## config.mk

```make
export PLATFORM = sky130hd
export DESIGN_NAME = counter_sequencer
export DESIGN_NICKNAME = d
export VERILOG_FILES = /design/src/rtl/counter_sequencer.sv
export SDC_FILE = /design/constraint.sdc
export NUM_CORES = 1
export LEC_CHECK = 0
export BUFFER_PORTS_ARGS = -buffer_cell sky130_fd_sc_hd__buf_2
export CAP_MARGIN = 5
export CORE_MARGIN = 4
export CORE_UTILIZATION = 47
export DETAILED_ROUTE_END_ITERATION = 10
export GPL_ROUTABILITY_DRIVEN = 0
export PLACE_DENSITY = 0.72
export SLEW_MARGIN = 25
export SYNTH_ARGS = -nofsm -noshare
export SYNTH_HDL_FRONTEND = slang
export SYNTH_SLANG_ARGS = --single-unit
```

## constraint.sdc

```tcl
create_clock -name clk -period 1.5 [get_ports clk]
set_input_delay 0.075 -clock clk [delete_from_list [all_inputs] [get_ports clk]]
set_output_delay 0.075 -clock clk [all_outputs]
set_load 0.005 [all_outputs]
```

## src/rtl/counter_sequencer.sv

```systemverilog
// Control FSM for the 16-bit up/down counter datapath: sequences clear, count-up,
// count-down and bounce runs, with pause/resume and abort.
module counter_sequencer #(
   parameter int NB_W = 4
) (
   input  logic            clk,
   input  logic            reset,
   input  logic            start,
   input  logic [1:0]      mode,
   input  logic [NB_W-1:0] n_bounces,
   input  logic            pause,
   input  logic            abort,
   input  logic            z,
   input  logic            m,
   output logic            op,
   output logic            c_ld,
   output logic            c_clr,
   output logic            busy,
   output logic            done,
   output logic [NB_W-1:0] bounce_cnt
);

   localparam logic [2:0] S_IDLE  = 3'd0;
   localparam logic [2:0] S_CLEAR = 3'd1;
   localparam logic [2:0] S_UP    = 3'd2;
   localparam logic [2:0] S_DOWN  = 3'd3;
   localparam logic [2:0] S_PAUSE = 3'd4;
   localparam logic [2:0] S_DONE  = 3'd5;

   localparam logic [1:0] M_UP     = 2'b00;
   localparam logic [1:0] M_DOWN   = 2'b01;
   localparam logic [1:0] M_BOUNCE = 2'b10;

   localparam logic [NB_W-1:0] CNT_ONE = NB_W'(1'b1);
   localparam logic [NB_W-1:0] CNT_MAX = {NB_W{1'b1}};

   logic [2:0]      state_r, state_nxt_s;
   logic            dir_r, dir_nxt_s;
   logic [1:0]      mode_r, mode_nxt_s;
   logic [NB_W-1:0] n_lat_r, n_lat_nxt_s;
   logic [NB_W-1:0] cnt_r, cnt_nxt_s, cnt_inc_s;

   // Saturating increment of the completed-bounce counter
   always_comb begin
      if (cnt_r == CNT_MAX) begin
         cnt_inc_s = cnt_r;
      end else begin
         cnt_inc_s = cnt_r + CNT_ONE;
      end
   end

   // Next-state and Mealy control decode; abort beats pause beats normal flow
   always_comb begin
      state_nxt_s = state_r;
      dir_nxt_s   = dir_r;
      mode_nxt_s  = mode_r;
      n_lat_nxt_s = n_lat_r;
      cnt_nxt_s   = cnt_r;
      op          = 1'b0;
      c_ld        = 1'b0;
      c_clr       = 1'b0;
      case (state_r)
         S_IDLE: begin
            if (start && !abort) begin
               cnt_nxt_s = {NB_W{1'b0}};
               if (mode == M_DOWN) begin
                  mode_nxt_s  = M_DOWN;
                  state_nxt_s = S_DOWN;
               end else begin
                  mode_nxt_s  = (mode == M_BOUNCE) ? M_BOUNCE : M_UP;
                  n_lat_nxt_s = (n_bounces == {NB_W{1'b0}}) ? CNT_ONE : n_bounces;
                  state_nxt_s = S_CLEAR;
               end
            end else begin
               state_nxt_s = S_IDLE;
            end
         end
         S_CLEAR: begin
            if (abort) begin
               state_nxt_s = S_IDLE;
            end else begin
               c_clr       = 1'b1;
               state_nxt_s = S_UP;
            end
         end
         S_UP: begin
            op = 1'b0;
            if (abort) begin
               state_nxt_s = S_IDLE;
            end else if (pause) begin
               dir_nxt_s   = 1'b0;
               state_nxt_s = S_PAUSE;
            end else begin
               c_ld = !m;
               if (m) begin
                  state_nxt_s = (mode_r == M_BOUNCE) ? S_DOWN : S_DONE;
               end else begin
                  state_nxt_s = S_UP;
               end
            end
         end
         S_DOWN: begin
            op = 1'b1;
            if (abort) begin
               state_nxt_s = S_IDLE;
            end else if (pause) begin
               dir_nxt_s   = 1'b1;
               state_nxt_s = S_PAUSE;
            end else begin
               c_ld = !z;
               if (z && (mode_r == M_BOUNCE)) begin
                  cnt_nxt_s   = cnt_inc_s;
                  state_nxt_s = (cnt_inc_s == n_lat_r) ? S_DONE : S_UP;
               end else if (z) begin
                  state_nxt_s = S_DONE;
               end else begin
                  state_nxt_s = S_DOWN;
               end
            end
         end
         S_PAUSE: begin
            op = dir_r;
            if (abort) begin
               state_nxt_s = S_IDLE;
            end else if (pause) begin
               state_nxt_s = S_PAUSE;
            end else begin
               state_nxt_s = dir_r ? S_DOWN : S_UP;
            end
         end
         S_DONE: begin
            state_nxt_s = S_IDLE;
         end
         default: begin
            state_nxt_s = S_IDLE;
         end
      endcase
   end

   // State, saved direction, latched command and bounce counter
   always_ff @(posedge clk or negedge reset) begin
      if (!reset) begin
         state_r <= S_IDLE;
         dir_r   <= 1'b0;
         mode_r  <= M_UP;
         n_lat_r <= CNT_ONE;
         cnt_r   <= {NB_W{1'b0}};
      end else begin
         state_r <= state_nxt_s;
         dir_r   <= dir_nxt_s;
         mode_r  <= mode_nxt_s;
         n_lat_r <= n_lat_nxt_s;
         cnt_r   <= cnt_nxt_s;
      end
   end

   assign busy       = (state_r != S_IDLE);
   assign done       = (state_r == S_DONE);
   assign bounce_cnt = cnt_r;

endmodule

```

## Word level (Yosys, flattened, before mapping)

Index checks and enable logic that the tools add are counted.

- Register bits: 14
- Output and inout port bits: 9
- Logic and storage cells: 76
- Bits of input ports: 13

- Bitwise operators: 1
- Equal/unequal tests: 17
- Multiplexer cells: 38
- Reduce and logical (&&, ||, !) cells: 14
- Add/sub/neg operators: 1

Operators with widths:

| operator | count |
|---|---|
| 3-bit 2-to-1 mux | 12 |
| 4-bit 2-to-1 mux | 6 |
| 3-bit one-hot mux with 5 select lines | 1 |
| 2-bit inequality test (second input constant) | 7 |
| 1-bit 2-to-1 mux | 11 |
| 5-bit AND reduction | 2 |
| 2-bit 2-to-1 mux | 4 |
| 4-bit one-hot mux with 2 select lines | 1 |
| 3-bit by 2-bit == test with 1-bit output (second input constant) | 2 |
| 3-bit == test (second input constant) | 2 |
| 1-bit one-hot mux with 2 select lines | 3 |
| 4-bit by 1-bit adder with 4-bit output (second input constant) | 1 |
| 2-bit == test (second input constant) | 2 |
| 4-bit == test | 1 |
| 4-bit == test (second input constant) | 1 |
| 4-bit zero test | 1 |
| 2-bit nonzero test | 2 |
| 3-bit by 1-bit == test with 1-bit output (second input constant) | 1 |
| 1-bit zero test | 3 |
| 3-bit zero test | 1 |
| 3-bit AND reduction | 1 |
| 3-bit nonzero test | 1 |
| 2-bit by 1-bit == test with 1-bit output (second input constant) | 1 |
| 1-bit logical AND | 2 |
| 2 further kinds | 2 |

## Depth between registers and ports, before layout

Gate-level depths: netlist of the first run.

- Word-level depth: 8
- Mapped depth: 7
- Mapped depth without buffers: 6

## Least setup slack after synthesis of the first run

No wires, ideal clock.

- Path type: reg2reg
- Start: register cnt_r[0] (netlist: bounce_cnt[0])
- End: register state_r[1]
- Slack: -232 ps
- Stages on the path, launching flop included: 8
- Arrival: 1612 ps
- Buffers on the path: 1
- Setup time: 120 ps
- Required time: 1380 ps
- Clock period less this slack: 1732 ps
- Path through: dfrtp_1 > ha_1 > buf_2 > nand2b_2 > mux2i_1 > xor2_1 > o2111ai_1 > a31o_1

- Word-level cells in the longest chain between the ends: 8
- Elaborated cells between the ends (all ways): 9
- Classes of those cells: add/sub (1); eq/ne (2); mux (6)

Ends and longest elaborated chain:

| what | line | RTL |
|---|---|---|
| start: declaration | 41 | `logic [NB_W-1:0] cnt_r, cnt_nxt_s, cnt_inc_s;` |
| start signal: assignment | 147 | `cnt_r <= {NB_W{1'b0}};` |
| start signal: assignment | 153 | `cnt_r <= cnt_nxt_s;` |
| 4-bit by 1-bit adder with 4-bit output / 4-bit == test (equally long branches) | 48, 45 |  |
| 4-bit 2-to-1 mux * | 45 | `if (cnt_r == CNT_MAX) begin` |
| 4-bit == test * | 113 | `state_nxt_s = (cnt_inc_s == n_lat_r) ? S_DONE : S_UP;` |
| 3-bit 2-to-1 mux * | 113 |  |
| 3-bit 2-to-1 mux * | 111 | `if (z && (mode_r == M_BOUNCE)) begin` |
| 3-bit 2-to-1 mux * | 106 | `end else if (pause) begin` |
| 3-bit 2-to-1 mux * | 104 | `if (abort) begin` |
| 3-bit one-hot mux with 5 select lines * | 62 | `case (state_r)` |
| via state_nxt_s[1] | 37 | `logic [2:0] state_r, state_nxt_s;` |
| end signal: assignment | 149 | `state_r <= state_nxt_s;` |
| end: declaration | 37 |  |

The timed path passes the listed nets; every way through them passes the cells marked *.
A chain may end at the register's enable or synchronous reset.

## Final worst setup path of the first run

Ends and elaborated chain as after synthesis.

==> summary.txt, run 1 <==
Outcome
  – Outcome: finished, violations left
  – Failing checks: setup timing

STA
  – Slew @ Worst Pin: 0.349 ns
  – Hold_ws: 0.0153 ns
  – RSZ-0062 raised after global routing: true
  – Final hold violation count: 0
  – Final worst setup slack: -0.190 ns
  – Tmin final: 1.69 ns
  – Setup tns final: -0.413 ns
  – Max Slew Vio Count: 0
  – Clk_skew: 0.0176 ns
  – Final setup violation count: 3
  – Highest clock rate: 0.592 GHz
  – Crit share post-route: 113%
  – Worst relative slew slack: 76.7%

Synthesis
  – Top cell type's share of synthesized area: 34.1%
  – Ys flop type: dfrtp_1
  – Biggest area consumer among synthesized cells: dfrtp_1
  – Synth top cells by count: 13 x dfrtp_1, 8 x nand2_1, 7 x o21ai_0
  – Mapped Cells: 106
  – Count of cell types in the netlist: 41
  – Ys async rst share: 100%
  – Mean Syn Cell Area: 8.99 µm²
  – Number of synthesized flops with an enable pin: 0
  – Seq cells post-synth: 14
  – Yosys warns: 0
  – Count leader, synth: dfrtp_1
  – Dominant cells by area after synthesis: dfrtp_1 34%, o21ai_0 3.7%, mux2i_1 3.1%
  – Mapped Nets: 120
  – Area of the mapped netlist: 953 µm²
  – Share of the yosys chip area belonging to registers: 36.9%

Die
  – Full die area: 2810 µm²
  – Initial Util: 49.1%
  – Die H: 53.0 µm
  – CORE AREA: 1940 µm²
  – Die W: 53.0 µm
  – Row count: 16
  – I/O Pins: 22

Final layout
  – Layout Nets: 161
  – Area Overhead vs Synth: 40.3%
  – Area of the multi-input gates: 609 µm²
  – Layout fillers: 155
  – Share of cells above drive strength 1: 41.8%
  – Sequential Area: 354 µm²
  – Ant. Diodes: 0
  – Utilization after layout: 68.9%
  – Final Instance Area: 1340 µm²

Setup path
  – Critical path type: reg -> reg
  – Crit path max-delay family: flip-flops
  – Crit start category: flip-flop
  – Critical Path AT: 1.87 ns
  – Max incr delay on CP: 0.45 ns
  – CP Data Required Time: 1.68 ns
  – Worst path bufs/invs: 0
  – Crit path max-delay cell type: dfrtp_2
  – Crit Path Max Fanout: 4
  – Cell Chain, Critical Path: ha_4 > nand2b_4 > mux2i_4 > xor2_1 > o2111ai_2 > a31o_1
  – Crit end category: flip-flop
  – R2r setup slk: -0.19 ns

CTS
  – Clk slew on worst S/H paths: 0.10 ns
  – Longest Clk Path Bufs: 2
  – CTS sink cnt: 14
  – CTS tree: built
  – H-tree depth: 1
  – CTS root buf: clkbuf_4
  – Clk_lat worst skew: 0.30 ns
  – Number of CTS-inserted buffers: 3

Route
  – Mean routed wirelength per cell: 14.6 µm
  – Total iterations of the first detailed-routing run: 4
  – DRC: 0
  – WL met2: 1250 µm
  – Wl on met1: 1120 µm
  – Via/cell ratio: 5.62
  – Met3 wire len: 132 µm
  – Uppermost layer routed: met4
  – Drt total wl: 2530 µm
  – DR vias: 973
  – Initial detailed-routing violation count: 27
  – Post-route antenna net violation count: 0

Power and ir drop
  – Cell leakage power: 0.632 nW
  – Peak supply drop: 0.761 mV
  – Pwr Density: 981 nW/µm²

Global route
  – GRT overflow: 0
  – Largest net degree at the start of global routing: 15
  – Antenna violations before repair: 0
  – Global-route wire length before repair: 4050 µm
  – Total GRT Usage: 19.8%
  – Vias in the first global route: 859

Placement
  – Number of port buffers: 21
  – DP Area: 1220 µm²
  – DP Wirelength: 1820 µm

Worst hold path
  – Min-delay worst type: in -> reg

Flow run
  – Total of max-cap violations: 0
## flip-flops by register name (all words and copies together) (netlist names)
signal,count
bounce_cnt,4
dir_r,1
mode_r,2
n_lat_r,4
state_r,3
## cell usage in the layout, fill, tap and decap left out, types with 3 or more instances in the layout
| master | count |
|---|---|
| clkbuf_4 | 3 |
| and3b_1 | 3 |
| inv_1 | 5 |
| o21ai_0 | 7 |
| nand3_1 | 4 |
| a31oi_1 | 3 |
| buf_2 | 21 |
| nand2_1 | 8 |
| buf_4 | 17 |
| dfrtp_1 | 11 |
| nor2_1 | 6 |
| xnor2_1 | 3 |
## cell families (layout without fill, tap and decap cells)
logic type / after synthesis / in the layout / synth area share, %
AND/OR/NAND/NOR: 46 / 46 / 28.3
AO/OA/AOI/OAI: 22 / 22 / 15.5
flip-flops: 14 / 14 / 36.9
buffers and inverters: 11 / 51 / 5.51
multiplexers: 7 / 7 / 7.87
XOR/XNOR: 5 / 5 / 4.59
adder cells (fa/ha/maj): 1 / 1 / 1.31
## final timing paths
path | startpoint | to | cells after the start
worst max-delay path | bounce_cnt[0] | state_r[1] | 6
max in group asynchronous | reset | n_lat_r[0] | 2
worst min-delay path | n_bounces[2] | n_lat_r[2] | 2
worst min register to register | mode_r[1] | mode_r[1] | 2
worst max register to register | bounce_cnt[0] | state_r[1] | 6
min in group asynchronous | reset | dir_r | 2
## metrics by stage
step | cells | worst slack, ns | power (W)
CTS | 171 | -0.198 | 0.00130
floorplan | 106 | -0.155 | 0.000833
finish | 173 | -0.190 | 0.00131
global route | 173 | -0.255 | 0.00141
global placement | 166 | -0.0700 | 0.000985
detailed placement | 166 | -0.196 | 0.00100
## timing repair
action / 4_1_cts / 5_1_grt
gates cloned: 0 / 0
endpoints found under the setup margin: 5 / 11
gates resized for setup: 5 / 8
pin swaps: 3 / 6
setup buffers: 0 / 2
hold buffers: 1 / 0
hold endpoints to repair: 14 / 0
## layout make-up
cell class / instances / share of cell area [%]
clock buffer: 4 / 2.71
inverter: 5 / 1.40
multi-input combinational: 81 / 45.6
sequential: 14 / 26.5
tap: 27 / 2.53
timing repair buffer: 42 / 21.3
## where the power goes
part / leakage, nW / internal, W / switching, W
logic: 0.433 / 0.000249 / 0.000222
registers: 0.178 / 0.000475 / 0.0000813
clock network: 0.0210 / 0.000148 / 0.000138
## metal layers
layer / vias to the layer above / global-route usage (%)
met1: 468 / 26.6
met5: - / 0
met2: 32 / 31.6
met3: 5 / 4.23
li1: 468 / -
met4: 0 / 5.96
Note: power is estimated with default switching activity, not from simulation.
==> run 2, diff against run 1 <==
ABC_AREA = 1   (was default)
CTS_BUF_LIST = sky130_fd_sc_hd__clkbuf_8 sky130_fd_sc_hd__clkbuf_16   (was default)
CTS_CLUSTER_DIAMETER = 200   (was default)
PLACE_DENSITY = 0.71   (was 0.72)
==> summary.txt, run 2 <==
Synthesis
  – Mapped Nets: 157
  – Count of cell types in the netlist: 24
  – Mapped Cells: 143
  – Ys async rst share: 100%
  – Dominant cells by area after synthesis: dfrtp_1 33%, nand2_1 14%, inv_1 7.9%
  – Synth top cells by count: 37 x nand2_1, 21 x inv_1, 13 x dfrtp_1, 13 x nor2_1, 12 x nand3_1
  – Number of synthesized flops with an enable pin: 0
  – Area of the mapped netlist: 1000 µm²
  – Biggest area consumer among synthesized cells: dfrtp_1
  – Ys flop type: dfrtp_1
  – Top cell type's share of synthesized area: 32.5%
  – Mean Syn Cell Area: 7.00 µm²
  – Share of the yosys chip area belonging to registers: 35.1%
  – Count leader, synth: nand2_1
  – Seq cells post-synth: 14
  – Yosys warns: 0

Route
  – Initial detailed-routing violation count: 25
  – Post-route antenna net violation count: 0
  – DRC: 0
  – Mean routed wirelength per cell: 12.7 µm
  – Drt total wl: 2620 µm
  – DR vias: 1087
  – Via/cell ratio: 5.28
  – Total iterations of the first detailed-routing run: 4

CTS
  – Clk slew on worst S/H paths: 0.06 ns
  – Clk_lat worst skew: 0.24 ns
  – Longest Clk Path Bufs: 2
  – CTS root buf: clkbuf_8
  – CTS sink cnt: 14
  – Number of CTS-inserted buffers: 3
  – CTS tree: built
  – H-tree depth: 1

Global route
  – Vias in the first global route: 918
  – Global-route wire length before repair: 3970 µm
  – Total GRT Usage: 18.9%
  – Largest net degree at the start of global routing: 15
  – Antenna violations before repair: 0
  – GRT overflow: 0

Setup path
  – Max incr delay on CP: 0.40 ns
  – Critical Path AT: 1.63 ns
  – Crit Path Max Fanout: 7
  – Crit start category: flip-flop
  – Critical path type: reg -> reg
  – Crit path max-delay cell type: dfrtp_1
  – CP Data Required Time: 1.62 ns
  – R2r setup slk: -0.01 ns
  – Crit end category: flip-flop
  – Crit path max-delay family: simple AND/OR/NAND/NOR gates
  – Worst r2r dst: state_r[1]
  – Cell Chain, Critical Path: ha_4 > nand3_4 > nand2_2 > nand3_1 > nand2_1 > nand2_2 > inv_4 > nand3_2 > nand4_1 > nand3_1
  – R2R depth: 10
  – R2r startpoint: bounce_cnt[0]
  – Worst path bufs/invs: 1

Power and ir drop
  – Cell leakage power: 0.699 nW
  – Pwr Density: 985 nW/µm²
  – Total power: 0.00134 W
  – Peak supply drop: 0.698 mV

Die
  – Full die area: 2930 µm²
  – Initial Util: 50.0%
  – Die W: 54.2 µm
  – CORE AREA: 2000 µm²
  – Row count: 16
  – Die H: 54.2 µm
  – I/O Pins: 22

Final layout
  – Finished Layout Cells: 206
  – Ant. Diodes: 0
  – Area Overhead vs Synth: 36.1%
  – Layout Nets: 194
  – Share of cells above drive strength 1: 39.7%
  – Commonest non-fill, non-tap cells in the layout: 30 x nand2_1, 21 x inv_1, 21 x buf_2
  – Most common cell after layout, fill and taps aside: nand2_1
  – Final Instance Area: 1360 µm²
  – Area of the multi-input gates: 573 µm²
  – Layout fillers: 178
  – Sequential Area: 353 µm²

STA
  – Crit share post-route: 101%
  – Highest clock rate: 0.662 GHz
  – Max Slew Vio Count: 0
  – Clk_skew: 0.00355 ns
  – Final hold violation count: 0
  – Tmin final: 1.51 ns
  – RSZ-0062 raised after global routing: true
  – Setup tns final: -0.0151 ns
  – Final worst setup slack: -0.0114 ns
  – Worst relative slew slack: 79.1%
  – Final setup violation count: 2
  – Slew @ Worst Pin: 0.311 ns

Placement
  – Placed instance count: 195
  – Number of port buffers: 21
  – Pre-CTS setup slack: -0.0777 ns
  – DP Area: 1200 µm²
  – DP Wirelength: 1860 µm

Worst hold path
  – WHS Endpoint: n_lat_r[3]
  – Hold Path Origin: n_bounces[3]
  – Hold Path Depth: 3
  – Min-delay worst type: in -> reg

Outcome
  – Outcome: finished, violations left
  – Failing checks: setup timing

Flow run
  – Total of max-cap violations: 0
[run 2: cell types whose count changed in the layout (fill, tap and decap cells not counted), moves of 4 or more]
cell / change
inv_2: +4
nand3_2: +8
o21ai_1: +7
nand4_1: +5
nand2_1: +22
nor2_2: +4
buf_4: -6
inv_1: +16
nand2_2: +5
nor2_1: +4
[run 2: how the worst max path moves through the flow]
| stage | cells after the start | startpoint | endpoint | slack, ns |
|---|---|---|---|---|
| floorplan | 12 | bounce_cnt[0] | state_r[2] | -0.004 |
| global placement | 11 | bounce_cnt[1] | state_r[2] | -0.05 |
| detailed placement | 11 | bounce_cnt[1] | state_r[2] | -0.08 |
| CTS | 11 | bounce_cnt[0] | state_r[2] | 0.01 |
| global route | 12 | bounce_cnt[1] | state_r[0] | -0.20 |
| finish | 10 | bounce_cnt[0] | state_r[1] | -0.01 |
[run 2: cells by family (layout without fill, tap and decap cells)]
logic type / count (synthesis) / count (layout) / synth area share (%)
compound gates: 16 / 16 / 8.88
xor+xnor: 1 / 1 / 1.63
fa+ha+maj: 1 / 1 / 1.25
buf+inv: 31 / 67 / 15.6
flops: 14 / 14 / 35.1
simple gates: 80 / 80 / 37.5
[run 2: layout make-up]
cell class	count	share of cell area, %
multi-input combinational	98	42.1
inverter	29	10.3
tap	27	2.48
sequential	14	25.9
clock buffer	3	3.03
clock inverter	1	0.275
timing repair buffer	34	16.0
[run 2: power by group]
group | switching, W | internal (W)
Combinational | 0.000289 | 0.000211
Sequential | 0.0000576 | 0.000467
Clock | 0.000137 | 0.000181
Total | 0.000483 | 0.000858
[run 2: repair_timing]
action                                  4_1_cts  5_1_grt
buffers inserted                              0        6
hold endpoints to repair                     14        0
hold buffers                                  1        0
gates resized for setup                       5       12
pin swaps                                     2        8
endpoints found under the setup margin        4        6
[run 2: layer usage]
layer / share of wire [%] / global-route usage, % / vias up
met2: 46 / 30.1 / 38
met5: 0 / 0 / -
li1: - / - / 530
met4: 0.54 / 3.73 / 0
met1: 45 / 26.0 / 515
met3: 7.6 / 4.16 / 4
[run 2: through the flow]
step           hold WS, ns  util [%]
2_1_floorplan       -0.221         -
3_3_place_gp       -0.0121      60.1
3_5_place_dp       -0.0147      60.1
4_1_cts             0.0616      64.1
5_1_grt             0.0774      68.1
6_report            0.0557      68.1
[run 2: worst register-to-register path: cells and delay by family, from the launching register on]
family        cells  cell delay, ns
fa+ha+maj         1            0.22
buf+inv           1            0.05
flops             1            0.40
simple gates      8            0.71
